**src/rtl/channel_in_lane_scatter_if.sv**
```systemverilog
// channel_in_lane_scatter_if: beat-in / lane-vector-out stream bundle for channel_in_lane_scatter.
// master drives input beats and consumes vectors; slave is the gatherer.
interface channel_in_lane_scatter_if #(
  parameter int N      = 16,
  parameter int LANE_W = 16
);
  logic [LANE_W-1:0]   in_data;
  logic                in_valid;
  logic                in_last;
  logic                in_ready;
  logic [N*LANE_W-1:0] out_data;
  logic [N-1:0]        out_lane_mask;
  logic                out_valid;
  logic                out_ready;
  modport master (
    output in_data, in_valid, in_last, out_ready,
    input  in_ready, out_data, out_lane_mask, out_valid
  );
  modport slave (
    input  in_data, in_valid, in_last, out_ready,
    output in_ready, out_data, out_lane_mask, out_valid
  );
endinterface

```
**src/rtl/channel_in_lane_scatter.sv**
```systemverilog
// channel_in_lane_scatter: packs N serial lane words into one lane vector (lane 0 in the LSBs).
// Define CHANNEL_SCATTER_PAD_EN to let in_last close a short, zero-padded group.
module channel_in_lane_scatter #(
  parameter int N      = 16,
  parameter int LANE_W = 16
) (
  input logic                      clk,
  input logic                      rst_n,
  channel_in_lane_scatter_if.slave bus
);
  localparam int CW = $clog2(N);
  typedef enum logic {FILL, HOLD} state_e;
  state_e                   state_q, state_d;
  logic [CW-1:0]            cnt_q, cnt_d;
  logic [N-1:0][LANE_W-1:0] gather_q, gather_d, wr_lanes;
  logic [N-1:0][LANE_W-1:0] out_data_q, out_data_d;
  logic [N-1:0]             mask_q, mask_d, cnt_mask;
  logic                     out_valid_q, out_valid_d;
  logic                     accept, complete, out_free;
  assign bus.in_ready      = state_q == FILL;
  assign bus.out_data      = out_data_q;
  assign bus.out_lane_mask = mask_q;
  assign bus.out_valid     = out_valid_q;
  assign accept            = bus.in_valid & bus.in_ready;
  assign out_free          = !out_valid_q | bus.out_ready;
`ifdef CHANNEL_SCATTER_PAD_EN
  assign complete = accept & ((cnt_q == CW'(N - 1)) | bus.in_last);
`else
  assign complete = accept & (cnt_q == CW'(N - 1));
`endif
  // Lanes above cnt are already zero because the gather is cleared on every hand-off.
  always_comb begin
    wr_lanes = gather_q;
    cnt_mask = '0;
    for (int i = 0; i < N; i++) begin
      wr_lanes[i] = (accept && cnt_q == CW'(i)) ? bus.in_data : gather_q[i];
      cnt_mask[i] = CW'(i) <= cnt_q;
    end
  end
  always_comb begin
    state_d     = state_q;
    cnt_d       = cnt_q;
    gather_d    = gather_q;
    out_data_d  = out_data_q;
    mask_d      = mask_q;
    out_valid_d = out_valid_q & !bus.out_ready;
    if (state_q == HOLD) begin
      if (out_free) begin
        out_data_d  = gather_q;
        mask_d      = cnt_mask;
        out_valid_d = 1'b1;
        cnt_d       = '0;
        gather_d    = '0;
        state_d     = FILL;
      end
    end else if (complete && out_free) begin
      out_data_d  = wr_lanes;
      mask_d      = cnt_mask;
      out_valid_d = 1'b1;
      cnt_d       = '0;
      gather_d    = '0;
    end else if (complete) begin
      gather_d = wr_lanes;
      state_d  = HOLD;
    end else if (accept) begin
      gather_d = wr_lanes;
      cnt_d    = cnt_q + 1'b1;
    end
  end
  always_ff @(posedge clk or negedge rst_n) begin
    if (!rst_n) begin
      state_q     <= FILL;
      cnt_q       <= '0;
      gather_q    <= '0;
      out_data_q  <= '0;
      mask_q      <= '0;
      out_valid_q <= 1'b0;
    end else begin
      state_q     <= state_d;
      cnt_q       <= cnt_d;
      gather_q    <= gather_d;
      out_data_q  <= out_data_d;
      mask_q      <= mask_d;
      out_valid_q <= out_valid_d;
    end
  end
endmodule

```
**src/flat_wrapper.sv**
```systemverilog
// flat-port wrapper written by rule: the top's interface ports become plain ports
module channel_in_lane_scatter_flat 
#(
  parameter int N      = 16,
  parameter int LANE_W = 16
)
  (clk, rst_n, bus_in_data, bus_in_valid, bus_in_last, bus_out_ready, bus_in_ready, bus_out_data, bus_out_lane_mask, bus_out_valid);
  channel_in_lane_scatter_if #(.N(N), .LANE_W(LANE_W)) bus_i ();
  input logic clk;
  input logic rst_n;
  input wire logic [$bits(bus_i.in_data)-1:0] bus_in_data;
  input wire logic [$bits(bus_i.in_valid)-1:0] bus_in_valid;
  input wire logic [$bits(bus_i.in_last)-1:0] bus_in_last;
  input wire logic [$bits(bus_i.out_ready)-1:0] bus_out_ready;
  output wire logic [$bits(bus_i.in_ready)-1:0] bus_in_ready;
  output wire logic [$bits(bus_i.out_data)-1:0] bus_out_data;
  output wire logic [$bits(bus_i.out_lane_mask)-1:0] bus_out_lane_mask;
  output wire logic [$bits(bus_i.out_valid)-1:0] bus_out_valid;
  assign bus_i.in_data = bus_in_data;
  assign bus_i.in_valid = bus_in_valid;
  assign bus_i.in_last = bus_in_last;
  assign bus_i.out_ready = bus_out_ready;
  assign bus_in_ready = bus_i.in_ready;
  assign bus_out_data = bus_i.out_data;
  assign bus_out_lane_mask = bus_i.out_lane_mask;
  assign bus_out_valid = bus_i.out_valid;
  channel_in_lane_scatter #(.N(N), .LANE_W(LANE_W)) u_core (.clk(clk), .rst_n(rst_n), .bus(bus_i));
endmodule
```
**config.mk**
```make
export PLATFORM = sky130hd
export DESIGN_NAME = channel_in_lane_scatter_flat
export DESIGN_NICKNAME = d
export VERILOG_FILES = /design/src/rtl/channel_in_lane_scatter_if.sv /design/src/rtl/channel_in_lane_scatter.sv /design/src/flat_wrapper.sv
export SDC_FILE = /design/constraint.sdc
export NUM_CORES = 1
export LEC_CHECK = 0
export ABC_CLOCK_PERIOD_IN_PS = 4300
export CELL_PAD_IN_SITES_DETAIL_PLACEMENT = 1
export CELL_PAD_IN_SITES_GLOBAL_PLACEMENT = 1
export CORE_UTILIZATION = 30
export DETAILED_ROUTE_END_ITERATION = 16
export GPL_ROUTABILITY_DRIVEN = 1
export GPL_TIMING_DRIVEN = 0
export HOLD_SLACK_MARGIN = 0.12
export PLACE_DENSITY = 0.66
export SLEW_MARGIN = 20
export SYNTH_ARGS = -nofsm -noshare
export SYNTH_HDL_FRONTEND = slang
export SYNTH_SLANG_ARGS = --single-unit
export TNS_END_PERCENT = 1
```
**constraint.sdc**
```tcl
create_clock -name clk -period 4.3 [get_ports clk]
set_clock_uncertainty 0.15 [all_clocks]
set_input_delay 0.43 -clock clk [delete_from_list [all_inputs] [get_ports clk]]
set_output_delay 0.43 -clock clk [all_outputs]
set_load 0.005 [all_outputs]
```
==> results of run 1 <==
## area by class of cell
| cell class | instances | area [µm²] | area share (%) |
|---|---|---|---|
| repair buffers | 286 | 2980 | 10.6 |
| clock inverters | 15 | 201 | 0.720 |
| clock buffers | 93 | 1790 | 6.41 |
| multi-input cells | 1188 | 7540 | 27.0 |
| well taps | 950 | 1190 | 4.25 |
| plain buffers | 188 | 896 | 3.20 |
| inverters | 5 | 18.8 | 0.0671 |
| flip-flops and latches | 534 | 13400 | 47.8 |
## synth_stat cells (19+ instances only)
library cell	count
nand2_1	309
a31oi_1	22
o21ai_0	223
dfrtp_1	534
o21ai_1	19
buf_2	59
buf_4	19
mux2i_1	209
clkbuf_1	102
a22o_1	193
a22oi_1	32
nor2_1	100
## where the power goes
part           switching, mW  internal, mW
sequential              1.32          7.01
combinational           2.80          3.17
clock                   2.18          3.09
## logic make-up (layout without fill, tap and decap cells)
family | count (synthesis) | after routing | synth area share, %
compound gates | 530 | 530 | 16.3
xor+xnor | 1 | 1 | 0.0402
fa+ha+maj | 3 | 3 | 0.172
buf+inv | 193 | 587 | 4.13
flops | 534 | 534 | 61.3
mux | 209 | 209 | 9.59
simple gates | 445 | 445 | 8.44
## layer usage
metal | vias up | track usage [%] | wire (µm)
li1 | 7411 | - | -
met1 | 9090 | 31.5 | 38000
met2 | 524 | 37.0 | 39800
met3 | 142 | 4.74 | 5130
met4 | 0 | 7.01 | 2690
met5 | - | 0 | 0
## registers in the layout, indices dropped and copies added (netlist names)
signal                    count
u_core.bus.out_data         256
u_core.gather_q             256
u_core.bus.out_lane_mask     16
u_core.cnt_q                  4
u_core.bus.out_valid          1
u_core.state_q                1
## how the worst max path moves through the flow
| stage | depth (start not counted) | endpoint | startpoint | slack (ns) |
|---|---|---|---|---|
| 6_report | 10 | u_core.bus.out_data[136] | u_core.cnt_q[0] | 0.68 |
| 3_3_place_gp | 1 | u_core.bus.out_data[136] | rst_n | -20.77 |
| 2_1_floorplan | 10 | u_core.bus.out_data[141] | u_core.cnt_q[1] | 2.08 |
| 4_1_cts | 10 | u_core.bus.out_data[168] | u_core.cnt_q[0] | 0.67 |
| 3_5_place_dp | 9 | u_core.bus.out_data[192] | bus_in_valid | 0.49 |
| 5_1_grt | 10 | u_core.bus.out_data[192] | u_core.cnt_q[0] | 0.44 |
## timing repair
| item | 4_1_cts | 5_1_grt |
|---|---|---|
| hold buffers | 1 | 0 |
| endpoints found under the setup margin | 0 | 0 |
| endpoints found under the hold margin | 187 | 0 |
==> results.json, run 1 <==
{
  "layout_commonest_cell": "dfrtp_1",
  "power_density_mw_per_mm2": 699,
  "dieArea_mm2": 0.0738,
  "total_power_mw": 19.6,
  "first_iter_violations": 1368,
  "grt_pass1_wl_um": 127000,
  "synth_top_area_cell": "dfrtp_1",
  "viasPerCell": 5.27,
  "core_mm2": 0.0717,
  "cts.sinks": 534,
  "worstPathRequired_ns": 4.68,
  "nets": 2285,
  "synth_edf_count": 0,
  "slew_headroom_pct": 14.5,
  "area_growth_pct": 28.3,
  "path_class": "register to register",
  "max_cap_viol_count": 0,
  "n_fill_cell": 7756,
  "hold_class": "primary input to asynchronous set/reset pin",
  "post-route-util_pct": 39.0,
  "grt_usage_pct": 23.1,
  "drv_slew": 0,
  "hpwl_um": 58100,
  "grt_pass1_vias": 18400,
  "worst-path-buf-inv": 5,
  "initial_utilization_pct": 30.4,
  "insertion_delay_ns": 0.63,
  "ys_ff_latch": 534,
  "ir_worst_vdd_uv": 344,
  "gp_congestion": 0.828,
  "clk_path_buf_depth": 3,
  "cts_max_level": 2,
  "dieWidth_um": 272,
  "wl_per_cell_um": 26.3,
  "tritoncts": "done",
  "place_area_mm2": 0.0260,
  "globalRouteOverflowTotal": 0,
  "post-place-ws_ns": 0.493,
  "rsz0062_at_grt": "no",
  "postSynthCellCount": 1915,
  "grt_start_max_net_pins": 96,
  "drcViolationCount": 0,
  "critPathSlowestCell": "buf_2",
  "hold_slack_ns": 0.161,
  "postCtsSetupRepairBufs": 0,
  "ys_top_cells_by_area": "dfrtp_1, mux2i_1, a22o_1",
  "dp.cells": 3149,
  "ys_types": 39,
  "ff2ff_setup_slack_ns": 0.68,
  "die_h_um": 272,
  "ys_warn_count": 0,
  "antenna_cells": 0,
  "numCtsBuffers": 58,
  "drt_wl_total_um": 85700,
  "r2r-end": "u_core.bus.out_data[136]",
  "crit_family": "buffers and inverters",
  "final.period_utilization_pct": 84.1,
  "synth_nets": 1939,
  "synth-main-ff-cell": "dfrtp_1",
  "ys_seq_area_share_pct": 61.3,
  "port-buffer-count": 277,
  "synth_top_area_share_pct": 61.3,
  "arrival_ns": 4.00,
  "post-route-min-period_ns": 3.62,
  "cp-start-kind": "register",
  "fin_tns_setup_ns": 0,
  "hold_viol": 0,
  "syn_area_mm2": 0.0218,
  "fin_cells": 3259,
  "p_leak_nw": 12.3,
  "ant_nets": 0,
  "tightestPinTransition_ns": 1.28,
  "r2r-start": "u_core.cnt_q[0]",
  "setup_viol": 0,
  "max_stage_delay_ns": 0.59,
  "final_area_mm2": 0.0280,
  "outcome": "finished, final reports clean",
  "max_freq_mhz": 276,
  "io_pins": 295,
  "layout_common_cells": "dfrtp_1, nand2_1, clkdlybuf4s50_1, o21ai_0, mux2i_1",
  "path_clk_slew_ns": 0.06,
  "endpoint_kind": "register",
  "worstRegToRegCells": 10,
  "drive_above_1_share_pct": 9.40,
  "synth.avg_cell_area_um2": 11.4,
  "crit_path_max_fanout": 10,
  "antenna_found_initial": 1,
  "rows": 98,
  "post_cts_resized": 0,
  "num_vias": 17200,
  "dr.pass1.iters": 5,
  "clockRootBuffer": "clkbuf_16",
  "synthArstFlopShare_pct": 100,
  "setup_slack_ns": 0.683,
  "path_cells": "ha_1, clkbuf_1, and4_1, o21ai_1, buf_2, buf_2, buf_4, buf_4, nand2_1, o21ai_0"
}
No activity file was read; power rests on OpenSTA's default activity.
==> inputs of run 2 (changes only) <==
--- a/config.mk
+++ b/config.mk
@@ -5,7 +5,7 @@
 export SDC_FILE = /design/constraint.sdc
 export NUM_CORES = 1
 export LEC_CHECK = 0
-export ABC_CLOCK_PERIOD_IN_PS = 4300
+export ABC_CLOCK_PERIOD_IN_PS = 3500
 export CELL_PAD_IN_SITES_DETAIL_PLACEMENT = 1
 export CELL_PAD_IN_SITES_GLOBAL_PLACEMENT = 1
 export CORE_UTILIZATION = 30
==> constraint.sdc (replaced) <==
create_clock -name clk -period 3.5 [get_ports clk]
set_clock_uncertainty 0.15 [all_clocks]
set_input_delay 0.35 -clock clk [delete_from_list [all_inputs] [get_ports clk]]
set_output_delay 0.35 -clock clk [all_outputs]
set_load 0.005 [all_outputs]
==> run 2 against run 1 <==
Effect of this change: clock power increased by 23%; combinational power increased by 23%; first-iteration DRC count decreased by 2.9%; via count about the same; largest cell class unchanged; highest routed layer unchanged.
==> results.json, run 2 (synthesis gave the netlist of run 1 again) <==
{
  "tightestPinTransition_ns": 1.27,
  "worstRegToRegCells": 9,
  "clockRootBuffer": "clkbuf_16",
  "hpwl_um": 58100,
  "hold_class": "primary input to asynchronous set/reset pin",
  "die_h_um": 272,
  "cts.sinks": 534,
  "crit_path_max_fanout": 10,
  "ant_nets": 0,
  "max_cap_viol_count": 0,
  "drt_wl_total_um": 85800,
  "viasPerCell": 5.27,
  "max_stage_delay_ns": 0.52,
  "clk_path_buf_depth": 3,
  "grt_usage_pct": 23.2,
  "postCtsSetupRepairBufs": 0,
  "slew_headroom_pct": 15.6,
  "ir_worst_vdd_uv": 423,
  "rsz0062_at_grt": "no",
  "total_power_mw": 24.1,
  "core_mm2": 0.0717,
  "dieArea_mm2": 0.0738,
  "initial_utilization_pct": 30.4,
  "max_freq_mhz": 303,
  "drcViolationCount": 0,
  "path_clk_slew_ns": 0.06,
  "path_class": "register to register",
  "area_growth_pct": 28.5,
  "antenna_cells": 0,
  "antenna_found_initial": 1,
  "nets": 2286,
  "hold_viol": 0,
  "first_iter_violations": 1328,
  "drv_slew": 0,
  "p_leak_nw": 12.3,
  "cp-start-kind": "register",
  "tritoncts": "done",
  "grt_pass1_vias": 18400,
  "grt_start_max_net_pins": 96,
  "port-buffer-count": 277,
  "dr.pass1.iters": 6,
  "num_vias": 17200,
  "grt_pass1_wl_um": 127000,
  "numCtsBuffers": 58,
  "layout_common_cells": "dfrtp_1, nand2_1, clkdlybuf4s50_1, o21ai_0, mux2i_1",
  "setup_slack_ns": 0.203,
  "setup_viol": 0,
  "insertion_delay_ns": 0.63,
  "rows": 98,
  "arrival_ns": 3.71,
  "globalRouteOverflowTotal": 0,
  "wl_per_cell_um": 26.3,
  "drive_above_1_share_pct": 9.52,
  "post-place-ws_ns": -0.227,
  "dieWidth_um": 272,
  "gp_congestion": 0.828,
  "cts_max_level": 2,
  "dp.cells": 3149,
  "endpoint_kind": "register",
  "critPathSlowestCell": "dfrtp_1",
  "power_density_mw_per_mm2": 859,
  "path_cells": "ha_1, clkbuf_1, a41oi_1, nor2_2, buf_4, buf_2, buf_2, nand2_1, nand2_1",
  "fin_cells": 3260,
  "worstPathRequired_ns": 3.91,
  "post-route-min-period_ns": 3.30,
  "final.period_utilization_pct": 94.2,
  "layout_commonest_cell": "dfrtp_1",
  "io_pins": 295,
  "outcome": "finished, final reports clean"
}
run 2: worst paths after layout:
path | startpoint | slack [ns] | to
max | u_core.cnt_q[1] | 0.20 | u_core.bus.out_data[181]
min | rst_n | 0.15 | u_core.gather_q[229]
max reg2reg | u_core.cnt_q[1] | 0.20 | u_core.bus.out_data[181]
min reg2reg | u_core.bus.out_data[187] | 0.33 | u_core.bus.out_data[187]
max in group asynchronous | rst_n | 2.11 | u_core.bus.out_data[91]
min in group clk | bus_in_data[15] | 0.27 | u_core.bus.out_data[79]
run 2: metal layers:
layer | part of all wire [%] | track usage [%] | up-vias
li1 | - | - | 7407
met1 | 44 | 31.5 | 9111
met2 | 47 | 37.0 | 518
met3 | 5.8 | 4.73 | 134
met4 | 3.1 | 7.01 | 0
met5 | 0 | 0 | -
run 2: what timing repair did:
action | 4_1_cts | 5_1_grt
cloned | 0 | 0
hold endpoints to repair | 187 | 0
hold buffers | 2 | 0
setup endpoints to repair | 110 | 135
gates resized for setup | 2 | 1
run 2: per-stage QoR:
step	setup TNS (ns)	hold slack, ns	utilization (%)	instance area [µm²]
2_1_floorplan	0	-0.0956	-	21800
3_3_place_gp	-	0.307	35.9	25800
3_5_place_dp	-21.00	0.131	36.2	26000
4_1_cts	0	0.156	39.0	28000
5_1_grt	0	0.192	39.1	28000
6_report	0	0.154	39.1	28000
run 2: area by class of cell:
| class | count | area [µm²] |
|---|---|---|
| fillers | 7751 | 43700 |
| inverters | 5 | 18.8 |
| repair buffers | 287 | 3010 |
| multi-input cells | 1188 | 7550 |
| clock buffers | 93 | 1790 |
| well taps | 950 | 1190 |
| clock inverters | 15 | 201 |
| flip-flops and latches | 534 | 13400 |
| plain buffers | 188 | 898 |
run 2: power breakdown:
part           internal [mW]  leakage, nW  total [mW]  switching (mW)
logic                   3.90         4.23        7.34            3.44
registers               8.61         7.07        10.2            1.63
clock network           3.79        0.976        6.47            2.67
total                   16.3         12.3        24.1            7.74
run 2: worst max-delay path, delay by kind of cell (launching register included):
| family | cells | cell delay (ns) |
|---|---|---|
| simple gates | 3 | 0.69 |
| compound gates | 1 | 0.34 |
| buf+inv | 4 | 1.34 |
| fa+ha+maj | 1 | 0.20 |
| flops | 1 | 0.52 |
